===== config.mk =====
export PLATFORM = sky130hd
export DESIGN_NAME = ewa_vec_pipe
export DESIGN_NICKNAME = d
export VERILOG_FILES = /design/src/rtl/ewa_pkg.sv /design/src/rtl/ewa_lane.sv /design/src/rtl/ewa_vec_pipe.sv
export SDC_FILE = /design/constraint.sdc
export NUM_CORES = 1
export LEC_CHECK = 0
export CAP_MARGIN = 0
export CORE_MARGIN = 4
export CORE_UTILIZATION = 30
export CTS_CLUSTER_SIZE = 8
export DETAILED_ROUTE_END_ITERATION = 8
export GPL_ROUTABILITY_DRIVEN = 1
export HOLD_SLACK_MARGIN = 0.02
export PLACE_DENSITY = 0.54
export SYNTH_ARGS = -nofsm -noshare
export SYNTH_HDL_FRONTEND = slang
export SYNTH_SLANG_ARGS = --single-unit

===== constraint.sdc =====
create_clock -name clk -period 5.1 [get_ports clk]
set_clock_uncertainty 0.2 [all_clocks]
set_input_delay 1.02 -clock clk [delete_from_list [all_inputs] [get_ports clk]]
set_output_delay 1.02 -clock clk [all_outputs]
set_load 0.02 [all_outputs]

===== src/rtl/ewa_pkg.sv =====
// Shared types and constants for the element-wise vector ALU pipeline.
package ewa_pkg;

   // Lane operation encoding, matches the 2-bit in_op field.
   typedef enum logic [1:0] {
      EWA_ADD = 2'b00,
      EWA_SUB = 2'b01,
      EWA_MAX = 2'b10,
      EWA_MIN = 2'b11
   } ewa_op_e;

   // Deepest pipeline the top is meant to be configured with.
   localparam int EWA_MAX_STAGES = 4;

   // Width of the optional saturation event counter.
   localparam int EWA_SATCNT_W = 32;

   // Increment that sticks at all-ones instead of wrapping to zero.
   function automatic logic [EWA_SATCNT_W-1:0] ewa_sat_inc(input logic [EWA_SATCNT_W-1:0] cnt);
      logic [EWA_SATCNT_W-1:0] nxt;
      if (cnt == {EWA_SATCNT_W{1'b1}}) begin
         nxt = cnt;
      end else begin
         nxt = cnt + {{(EWA_SATCNT_W-1){1'b0}}, 1'b1};
      end
      return nxt;
   endfunction

endpackage


===== src/rtl/ewa_lane.sv =====
// Single-lane combinational ALU: ADD/SUB/MAX/MIN at W+1 bits, then either
// clamp to the W-bit range (flagging sat) or keep the low W bits.
module ewa_lane
   import ewa_pkg::*;
#(
   parameter int W         = 16,
   parameter int SIGNED_IO = 1,
   parameter int SATURATE  = 1
) (
   input  ewa_op_e        op_i,
   input  logic [W-1:0]   a_i,
   input  logic [W-1:0]   b_i,
   output logic [W-1:0]   y_o,
   output logic           sat_o
);

   logic [W:0]   a_x_s;
   logic [W:0]   b_x_s;
   logic [W:0]   res_s;
   logic [W-1:0] clamp_s;
   logic         gt_s;
   logic         arith_s;
   logic         ovf_s;

   // Extend operands, compute the raw result and decide on clamping.
   always_comb begin
      a_x_s   = '0;
      b_x_s   = '0;
      res_s   = '0;
      clamp_s = '0;
      gt_s    = 1'b0;
      arith_s = 1'b0;
      ovf_s   = 1'b0;
      y_o     = '0;
      sat_o   = 1'b0;

      // Sign- or zero-extend so one signed W+1 comparison serves both modes.
      if (SIGNED_IO != 32'sd0) begin
         a_x_s = {a_i[W-1], a_i};
         b_x_s = {b_i[W-1], b_i};
      end else begin
         a_x_s = {1'b0, a_i};
         b_x_s = {1'b0, b_i};
      end

      gt_s = ($signed(a_x_s) > $signed(b_x_s));

      case (op_i)
         EWA_ADD: begin
            res_s   = a_x_s + b_x_s;
            arith_s = 1'b1;
         end
         EWA_SUB: begin
            res_s   = a_x_s - b_x_s;
            arith_s = 1'b1;
         end
         EWA_MAX: begin
            res_s   = gt_s ? a_x_s : b_x_s;
            arith_s = 1'b0;
         end
         EWA_MIN: begin
            res_s   = gt_s ? b_x_s : a_x_s;
            arith_s = 1'b0;
         end
         default: begin
            res_s   = '0;
            arith_s = 1'b0;
         end
      endcase

      // Signed: overflow when the two top bits disagree; the top bit gives direction.
      // Unsigned: bit W is carry for ADD and borrow for SUB.
      if (SIGNED_IO != 32'sd0) begin
         ovf_s = res_s[W] ^ res_s[W-1];
         if (res_s[W]) begin
            clamp_s = {1'b1, {(W-1){1'b0}}};
         end else begin
            clamp_s = {1'b0, {(W-1){1'b1}}};
         end
      end else begin
         ovf_s = res_s[W];
         if (op_i == EWA_ADD) begin
            clamp_s = {W{1'b1}};
         end else begin
            clamp_s = {W{1'b0}};
         end
      end

      if (arith_s && ovf_s && (SATURATE != 32'sd0)) begin
         y_o   = clamp_s;
         sat_o = 1'b1;
      end else begin
         y_o   = res_s[W-1:0];
         sat_o = 1'b0;
      end
   end

endmodule


===== src/rtl/ewa_vec_pipe.sv =====
// Element-wise vector ALU over TILE_SIZE lanes with a STAGES-deep
// valid/ready pipeline (bubble collapsing, combinational ready chain).
// Stage 1 holds the computed lanes; later stages are pure delay.
// Optional feature macro: EWA_SAT_CNT_EN adds sat_clr / sat_count, a
// sticky-at-max counter of output transfers that carried any sat flag.
module ewa_vec_pipe
   import ewa_pkg::*;
#(
   parameter int TILE_SIZE = 4,
   parameter int W         = 16,
   parameter int SIGNED_IO = 1,
   parameter int SATURATE  = 1,
   parameter int STAGES    = 2
) (
   input  logic                    clk,
   input  logic                    rst,
   input  logic                    in_valid,
   output logic                    in_ready,
   input  logic [1:0]              in_op,
   input  logic                    in_last,
   input  logic [W*TILE_SIZE-1:0]  a_vec,
   input  logic [W*TILE_SIZE-1:0]  b_vec,
   output logic                    out_valid,
   input  logic                    out_ready,
   output logic [W*TILE_SIZE-1:0]  y_vec,
   output logic                    out_last,
   output logic [TILE_SIZE-1:0]    out_sat,
   output logic                    busy
`ifdef EWA_SAT_CNT_EN
   ,
   input  logic                    sat_clr,
   output logic [EWA_SATCNT_W-1:0] sat_count
`endif
);

   localparam int DW = W * TILE_SIZE;

   ewa_op_e               op_s;
   logic [DW-1:0]         lane_y_s;
   logic [TILE_SIZE-1:0]  lane_sat_s;

   logic [STAGES-1:0]     valid_q;
   logic [STAGES-1:0]     valid_d;
   logic [STAGES-1:0]     last_q;
   logic [STAGES-1:0]     last_d;
   logic [DW-1:0]         data_q [STAGES];
   logic [DW-1:0]         data_d [STAGES];
   logic [TILE_SIZE-1:0]  sat_q  [STAGES];
   logic [TILE_SIZE-1:0]  sat_d  [STAGES];

   logic [STAGES-1:0]     ready_s;
   logic                  chain_s;

   assign op_s = ewa_op_e'(in_op);

   for (genvar l = 0; l < TILE_SIZE; l++) begin : g_lane
      ewa_lane #(
         .W         (W),
         .SIGNED_IO (SIGNED_IO),
         .SATURATE  (SATURATE)
      ) u_lane (
         .op_i  (op_s),
         .a_i   (a_vec[l*W +: W]),
         .b_i   (b_vec[l*W +: W]),
         .y_o   (lane_y_s[l*W +: W]),
         .sat_o (lane_sat_s[l])
      );
   end

   // Ready chain: a stage can take data if it, or any stage after it, is empty, or out_ready.
   always_comb begin
      ready_s = '0;
      chain_s = out_ready;
      for (int k = STAGES - 1; k >= 0; k--) begin
         chain_s    = chain_s | ~valid_q[k];
         ready_s[k] = chain_s;
      end
   end

   // Stage next-state: a stage advances when ready, and only loads payload when upstream is valid.
   always_comb begin
      valid_d = valid_q;
      last_d  = last_q;
      data_d  = data_q;
      sat_d   = sat_q;

      if (ready_s[0]) begin
         valid_d[0] = in_valid;
         if (in_valid) begin
            data_d[0] = lane_y_s;
            last_d[0] = in_last;
            sat_d[0]  = lane_sat_s;
         end else begin
            data_d[0] = data_q[0];
            last_d[0] = last_q[0];
            sat_d[0]  = sat_q[0];
         end
      end else begin
         valid_d[0] = valid_q[0];
      end

      for (int k = 1; k < STAGES; k++) begin
         if (ready_s[k]) begin
            valid_d[k] = valid_q[k-1];
            if (valid_q[k-1]) begin
               data_d[k] = data_q[k-1];
               last_d[k] = last_q[k-1];
               sat_d[k]  = sat_q[k-1];
            end else begin
               data_d[k] = data_q[k];
               last_d[k] = last_q[k];
               sat_d[k]  = sat_q[k];
            end
         end else begin
            valid_d[k] = valid_q[k];
         end
      end
   end

   // Stage registers; reset empties the pipe and clears every payload.
   always_ff @(posedge clk) begin
      if (rst) begin
         valid_q <= '0;
         last_q  <= '0;
         for (int k = 0; k < STAGES; k++) begin
            data_q[k] <= '0;
            sat_q[k]  <= '0;
         end
      end else begin
         valid_q <= valid_d;
         last_q  <= last_d;
         for (int k = 0; k < STAGES; k++) begin
            data_q[k] <= data_d[k];
            sat_q[k]  <= sat_d[k];
         end
      end
   end

   assign in_ready  = ready_s[0];
   assign out_valid = valid_q[STAGES-1];
   assign y_vec     = data_q[STAGES-1];
   assign out_last  = last_q[STAGES-1];
   assign out_sat   = sat_q[STAGES-1];
   assign busy      = |valid_q;

`ifdef EWA_SAT_CNT_EN
   logic [EWA_SATCNT_W-1:0] sat_cnt_q;
   logic [EWA_SATCNT_W-1:0] sat_cnt_d;

   // Counter next-state: clear beats a same-cycle saturated output transfer.
   always_comb begin
      sat_cnt_d = sat_cnt_q;
      if (sat_clr) begin
         sat_cnt_d = '0;
      end else if (out_valid && out_ready && (|out_sat)) begin
         sat_cnt_d = ewa_sat_inc(sat_cnt_q);
      end else begin
         sat_cnt_d = sat_cnt_q;
      end
   end

   // Counter register.
   always_ff @(posedge clk) begin
      if (rst) begin
         sat_cnt_q <= '0;
      end else begin
         sat_cnt_q <= sat_cnt_d;
      end
   end

   assign sat_count = sat_cnt_q;
`endif

endmodule


======== Yosys cells after proc, flatten, opt, wreduce, memory -nomap -nowiden ========
Cells that the tools add are included.
word-level totals
  bits of input ports ..................... 135
  register bits after elaboration ......... 140
  memory bits (read-only) ................. 0
  bits in writable memories ............... 0
  memories ................................ 0
  latch bits .............................. 0
operators by class
  div/mod/pow operators ................... 0
  $add $sub $neg .......................... 8
  eq/ne operators ......................... 3
  multipliers ............................. 0
  mux-type cells .......................... 25
  bitwise logic cells ..................... 8
  reduce and logical (&&, ||, !) cells .... 10
  shift-type cells ........................ 0
  order comparisons ....................... 4
operators with widths
  operator                                                         count
  17-bit case mux with 4 select lines                              4
  17-bit two-way mux                                               8
  16-bit two-way mux                                               8
  16-bit by 16-bit adder with 17-bit output                        4
  16-bit by 16-bit subtractor with 17-bit output                   4
  16-bit greater-than comparator                                   4
  2-bit OR reduction                                               3
  2-bit == test, second input constant                             2
  1-bit logical AND                                                4
  1-bit two-way mux                                                4
  2-bit AND reduction                                              2
  1-bit XOR                                                        4
  2-bit by 1-bit == test with 1-bit output, second input constant  1
  2-bit zero test                                                  1
  1-bit NOT                                                        2
  1-bit bitwise OR                                                 2
  1-bit case mux with 2 select lines                               1

======== Logic depth before layout (Yosys ltp) ========
Gate-level depths: netlist (run 1).
  depth in word-level cells ............... 6
  depth in mapped cells ................... 16
  mapped depth without buffers ............ 14

======== Modules after synthesis ========
Synthesis (run 1) repeated with hierarchy kept, for this count alone.
unflattened totals
  cells, all modules ...................... 1,991
  area, all modules ....................... 15,593.7 µm²
by module, submodules not included
  module                           area an instance (µm²)  cells an instance  instances
  ewa_lane (g_lane[1].u_lane ...)  2,357.3                 325                3
  ewa_vec_pipe                     6,256.0                 693                1
  ewa_lane (g_lane[0].u_lane)      2,265.9                 323                1

======== Worst setup path before layout (run 1) ========
Ideal clock, no wire load.
  kind .................................... input-to-reg
  start ................................... input port b_vec[57]
  end ..................................... register data_q[117] (netlist bit)
  library setup time ...................... 0.060 ns
  stages on the path ...................... 14
  setup slack ............................. 1.091 ns
  data required time ...................... 4.840 ns
  data arrival time ....................... 3.750 ns
  cells stage by stage .................... inv_1 > ha_1 > buf_6 > or2_1 > or3_1 > o221ai_1 > o21ba_2 > o32a_1 > o31ai_4 > mux2_4 > mux2_4 > nor2_4 > buf_6 > a221o_1
on the way
  longest elaborated chain between the ends .. 6
  elaborated cells between the ends (all ways) .. 10
  those cells by class .................... 2 x add/sub; 1 x order compare; 5 x mux; 1 x bitwise; 1 x reduce/logical
RTL lines
  item                                          RTL line                        RTL
  from (decl)                                   ewa_vec_pipe.sv:22              input logic [W*TILE_SIZE-1:0] b_vec,
  16-bit greater-than comparator                ewa_lane.sv:46                  gt_s = ($signed(a_x_s) > $signed(b_x_s));
  17-bit two-way mux, on equally long branches  ewa_lane.sv:62, ewa_lane.sv:58
  17-bit case mux with 4 select lines *         ewa_lane.sv:48                  case (op_i)
  1-bit XOR                                     ewa_lane.sv:74                  ovf_s = res_s[W] ^ res_s[W-1];
  1-bit logical AND                             ewa_lane.sv:89                  if (arith_s && ovf_s && (SATURATE != 32'sd0)) begin
  16-bit two-way mux *                          ewa_lane.sv:89
  to (signal, indexed assignment)               ewa_vec_pipe.sv:133             data_q[k] <= data_d[k];
  to (decl)                                     ewa_vec_pipe.sv:46              logic [DW-1:0] data_q [STAGES];
Mark *: on every way between the ends. The rest lies on a longest branch, timed or not.
A chain may end at the register's enable or synchronous reset.

======== Final worst setup path (run 1) ========
  start ................................... input port b_vec[15]
  end ..................................... register data_q[75] (netlist bit)
Same word-level chain as after synthesis.

==> metrics.txt, run 1 <==
Synth Warn # 0; Port-buffer cells approximately 210; mapped cell area 13100 um^2; Critical Path RT between 5 and 6 ns; Final min period ~4.6 ns; Tightest Pin Transition between 1 and 1.5 ns; Max Fclk approximately 220 MHz; critical path launch point type input port; clk_lat worst skew roughly 0.48 ns; via count approximately 13k; Area Growth Syn to Fin 21.5%; syn nets 1998; total wire length 44900 um; # rows 76; Post CTS Setup Buffer Count 0; #FFs+latches synth 140; CTS root buffer clkbuf_16; Initial Util between 30 and 40%; reg-to-reg startpoint valid_q[1]; Die Y about 220 um; pwr dens ~250 nW/um^2; global route overflow 0; max-slew violations 0; EDFF count, synth 0; H-tree depth reported by CTS 4; R2R cell count 6; largest net degree at the start of global routing 70; Final HPWL DP ~34000 um; setup TNS 0 ns; Reg clk slew, reported paths about 0.060 ns; WL/cell approximately 19 um; Synth area leaders dfxtp_1 (21%), ha_1 (12%), a21oi_1 (7.8%), nand2_1 (5.7%), mux2i_1 (5.4%); first-pass GRT wire length between 60000 and 70000 um; Inserted Clock Buffers 17; crit end category register; # fillers 4493; Primary FF master, synth dfxtp_1; gpl congestion about 0.95; layout cells sized above 1 7.08%; Yosys top cell by area dfxtp_1; ANT nets after route 0; run status finished clean; final net count 2094; internal reg-to-reg setup slack between 2 and 2.5 ns; Synth Area per Inst 7.60 um^2; Post-CTS Resized 0; max_slew headroom between 30% and 40%; Leak 6.53 nW; Yosys top cell area share between 20% and 30%; die area 47100 um^2; critical path arrival between 4 and 5 ns; Max-Cap Viols 0; asr flop ratio synth 0%; worst hold path startpoint data_q[86]; core footprint about 43000 um^2; global-route usage over all layers a little under a fifth; initial antenna violation count 2; CTS tree yes; chip width 217 um; Seq/Total Area, Yosys 21.4%; Syn Inst Count about 1.7k; Final Hold Vio Count 0; I/O pin cnt 207; Clock Sinks 140; first-pass detailed-route iteration total 6; drt initial violations 840; final worst-path cycle share between 80% and 90%; drt drc 0; critical path class input port to register; peak supply drop 0.221 mV; hold-fix buffers at CTS 0; RSZ-0062 raised after global routing false; final setup vio count 0; worst min-delay path class register to register; total power draw about 4 mW; clk buf depth 2; Worst Path Max Fanout 11; Vias/cell just over 5; vias in the first global route 12.2k; Worst Hold Depth 2; Hold EP data_q[86]; Worst R2R End data_q[105]; Cell variety after synth between 80 and 90
## kinds of logic after synthesis
kind of cell / after synthesis / share of synthesized area (%)
compound gates: 517 / 26.5
xor+xnor: 63 / 4.68
fa+ha+maj: 137 / 13.5
buf+inv: 301 / 11.0
flops: 140 / 21.4
mux: 78 / 6.07
simple gates: 491 / 17.0
## stage by stage
step | cells | area, um^2 | setup WS, ns | util [%] | hold slack [ns]
5_1_grt | 2422 | 15900 | 0.475 | 36.9 | 0.270
2_1_floorplan | 1727 | 13100 | 1.09 | - | 0.215
3_5_place_dp | 2389 | 15400 | 0.194 | 35.6 | 0.239
6_report | 2422 | 15900 | 0.546 | 36.9 | 0.249
3_3_place_gp | 2389 | 15400 | 0.256 | 35.6 | 0.235
4_1_cts | 2421 | 15900 | 0.716 | 36.9 | 0.249
## worst max path at each step
stage          startpoint     endpoint  slack [ns]
2_1_floorplan   b_vec[57]  data_q[117]        1.09
3_3_place_gp     b_vec[5]   data_q[64]        0.26
3_5_place_dp    b_vec[15]   data_q[64]        0.19
4_1_cts         b_vec[15]   data_q[64]        0.72
5_1_grt         b_vec[14]   data_q[75]        0.47
6_report        b_vec[15]   data_q[75]        0.55
## final cells by class
class,count,area [um^2],share of cell area (%)
clock buffers,19,433,2.71
well taps,585,732,4.59
inverters,124,465,2.92
flip-flops and latches,140,2800,17.6
diodes,1,2.50,0.0157
repair buffers,254,2460,15.5
multi-input cells,1286,8900,55.8
clock inverters,13,141,0.887
## flip-flops by register name (all words and copies together) (netlist names)
signal,count
last_q,2
sat_q,4
y_vec,64
data_q,64
valid_q,2
out_sat,4
## report_power, final
group / switching [mW] / total, mW / internal, mW
sequential: 0.0548 / 1.25 / 1.19
clock: 0.563 / 1.28 / 0.720
combinational: 0.846 / 1.52 / 0.675
total: 1.46 / 4.05 / 2.59
## worst max-delay path: stages
cell and delay [ns]:
clkdlybuf4s50_1 0.56, inv_1 0.07, ha_1 0.29, inv_1 0.06, nor4_1 0.30, buf_4 0.18, nand4_1 0.09, nor4_1 0.27
a221oi_1 0.13, xnor2_2 0.80, mux2i_1 0.17, mux2i_1 0.54, o221a_2 0.29
## metal layers
metal | up-vias | part of all wire, % | global-route usage, %
met3 | 54 | 5.7 | 4.50
met5 | - | 0.029 | 0
met4 | 2 | 2.4 | 6.23
li1 | 6252 | - | -
met1 | 5909 | 46 | 24.7
met2 | 362 | 46 | 30.1
## cells in the mapped netlist, drive strengths merged, types with 16 or more instances
library cell,number
dfxtp,140
ha,128
a21oi,207
nor2,121
xnor2,50
nand2b,20
a221o,37
nand3,28
nand2,199
clkbuf,79
inv,124
o21bai,16
o21ai,70
nor2b,22
buf,98
nor3,37
mux2i,71
a31oi,22
## layout by cell type (no fill, tap or decap), types with 9 or more instances in the layout
| master | count |
|---|---|
| a211oi_1 | 12 |
| a21o_1 | 14 |
| a21oi_1 | 205 |
| a221o_1 | 37 |
| a31oi_1 | 22 |
| buf_4 | 47 |
| clkbuf_16 | 17 |
| clkdlybuf4s50_1 | 203 |
| dfxtp_1 | 140 |
| ha_1 | 128 |
| inv_1 | 122 |
| mux2i_1 | 71 |
| nand2_1 | 199 |
| nand2b_1 | 19 |
| nand3_1 | 28 |
| nand4_1 | 11 |
| nor2_1 | 119 |
| nor2b_1 | 21 |
| nor3_1 | 37 |
| nor4_1 | 13 |
| o211ai_1 | 15 |
| o21ai_0 | 58 |
| o21ai_1 | 12 |
| o21bai_1 | 16 |
| o221a_2 | 15 |
| o221ai_1 | 12 |
| o31ai_1 | 11 |
| or3_1 | 9 |
| xnor2_1 | 45 |
| xor2_1 | 11 |
(Power assumes the default switching activity.)
==> run 2, diff against run 1 <==
--- a/config.mk
+++ b/config.mk
@@ -8,11 +8,11 @@
 export CAP_MARGIN = 0
 export CORE_MARGIN = 4
 export CORE_UTILIZATION = 30
-export CTS_CLUSTER_SIZE = 8
 export DETAILED_ROUTE_END_ITERATION = 8
 export GPL_ROUTABILITY_DRIVEN = 1
 export HOLD_SLACK_MARGIN = 0.02
 export PLACE_DENSITY = 0.54
+export RECOVER_POWER = 100
 export SYNTH_ARGS = -nofsm -noshare
 export SYNTH_HDL_FRONTEND = slang
 export SYNTH_SLANG_ARGS = --single-unit
==> run 2 against run 1 <==
- the flow now finishes with violations (capacitance limit, slew limit)
- critical endpoint is now data_q[87]
- sequential share of layout area up 0.057 points
- via count down 0.13%
- core utilization is 0.12 points lower
- global-route usage did not move
- design area fell by 0.32%
- critical path depth grew 1
- combinational power is essentially flat
- register-to-register slack lost 0.24 ns
- clock power about the same
- sequential cell count unchanged
- cell count unchanged
- non-clock buffer count did not move
==> metrics.txt, run 2 (same netlist as run 1, synthesis figures left out) <==
Post-CTS Resized 0; # rows 76; area of the multi-input gates 8870 um^2; Reg clk slew, reported paths 0.06 ns; # fillers about 4.5k; first-pass detailed-route iteration total 5; Tightest Pin Transition 2.70 ns; Final HPWL DP about 34000 um; final worst-path cycle share 90.8%; total wire length approximately 45000 um; final setup margin about 0.47 ns; I/O pin cnt slightly above 200; run status finished, violations left; max-slew violations between 80 and 90; CP startpoint b_vec[17]; reg-to-reg startpoint valid_q[1]; CTS root buffer clkbuf_16; initial antenna violation count 2; crit end category register; final setup vio count 0; gpl congestion between 0.9 and 1; critical path arrival 4.79 ns; worst min-delay path class register to register; global route overflow 0; vias in the first global route about 12k; internal reg-to-reg setup slack around 2.1 ns; Max-Cap Viols 2; RSZ-0062 raised after global routing false; Final min period around 4.6 ns; setup TNS 0 ns; Die Y roughly 220 um; hold-fix buffers at CTS 0; largest net degree at the start of global routing 70; WL/cell 18.5 um; final net count around 2.1k; Placement Setup Slack slightly below 0.2 ns; global-route usage over all layers 18.7%; critical path launch point type input port; critical path class input port to register; via count 12.6k; core footprint about 43000 um^2; violated checks capacitance limit, slew limit; worst hold path startpoint y_vec[29]; pwr dens ~250 nW/um^2; peak supply drop 0.221 mV; drt drc 0; Vias/cell approximately 5.2; H-tree depth reported by CTS 4; placed cells 2389; Post-Layout Cell Count 2422; Initial Util a little under a third; ANT nets after route 0; most frequent cells in the layout a21oi_1 (206), nand2_1 (199), dfxtp_1 (140); Worst Path Max Fanout 9; Critical Path RT around 5.3 ns; layout cells sized above 1 6.54%; Inserted Clock Buffers 17; Area Growth Syn to Fin 21.2%; drt initial violations 837; Clock Sinks 140; die area around 47000 um^2; CTS tree yes; clk buf depth 2; Leak between 6 and 7 nW; total power draw between 4 and 5 mW; Port-buffer cells a little over 200; FF+latch area ~2800 um^2; max_slew headroom -80.1%; Post CTS Setup Buffer Count 0; Final Hold Vio Count 0; Max Fclk approximately 220 MHz; clk_lat worst skew about 0.48 ns; most common cell after layout, fill and taps aside a21oi_1; first-pass GRT wire length 69600 um; chip width 217 um
run 2: cell type report:
type                            count  share of cell area, %
Sequential cell                   140                   17.6
Inverter                          124                   2.93
Multi-Input combinational cell   1286                   55.8
Tap cell                          585                   4.60
Timing Repair Buffer              254                   15.4
Clock buffer                       19                   2.72
Clock inverter                     13                  0.889
Antenna cell                        1                 0.0157
run 2: worst max-delay path, stage by stage:
cell             delay (ns)
clkdlybuf4s50_1        0.57
inv_1                  0.11
ha_1                   0.32
nand2b_1               0.18
a221oi_1               0.40
o41ai_2                0.16
o31ai_1                0.44
a31oi_1                0.18
a21oi_2                0.14
xnor2_1                0.37
nor2_1                 0.24
and2_0                 0.23
buf_4                  0.17
a221o_1                0.25
run 2: layer usage:
metal	global-route usage [%]	vias up	part of all wire, %
met1	24.7	5920	46
met4	6.23	2	2.3
met2	30.1	340	46
met5	0	-	0.029
met3	4.50	52	5.5
li1	-	6249	-
run 2: power breakdown:
group	internal (mW)	switching, mW	leakage, nW	total (mW)
sequential	1.19	0.0537	1.15	1.24
combinational	0.660	0.843	5.31	1.50
clock	0.720	0.560	0.274	1.28
total	2.57	1.46	6.74	4.03
run 2: path summary, 6_finish.rpt:
check,to,cells past startpoint
hold / removal,y_vec[29],2
setup / recovery,data_q[87],14
hold reg to reg,y_vec[29],2
setup reg to reg,y_vec[33],5
run 2: metrics by stage:
step | instance area (um^2) | hold WS (ns) | util, %
after detailed placement | 15400 | 0.239 | 35.6
final | 15900 | 0.248 | 36.8
after CTS | 15900 | 0.249 | 36.9
after global placement | 15400 | 0.235 | 35.6
after global routing | 15900 | 0.270 | 36.8
after floorplan | 13100 | 0.215 | -
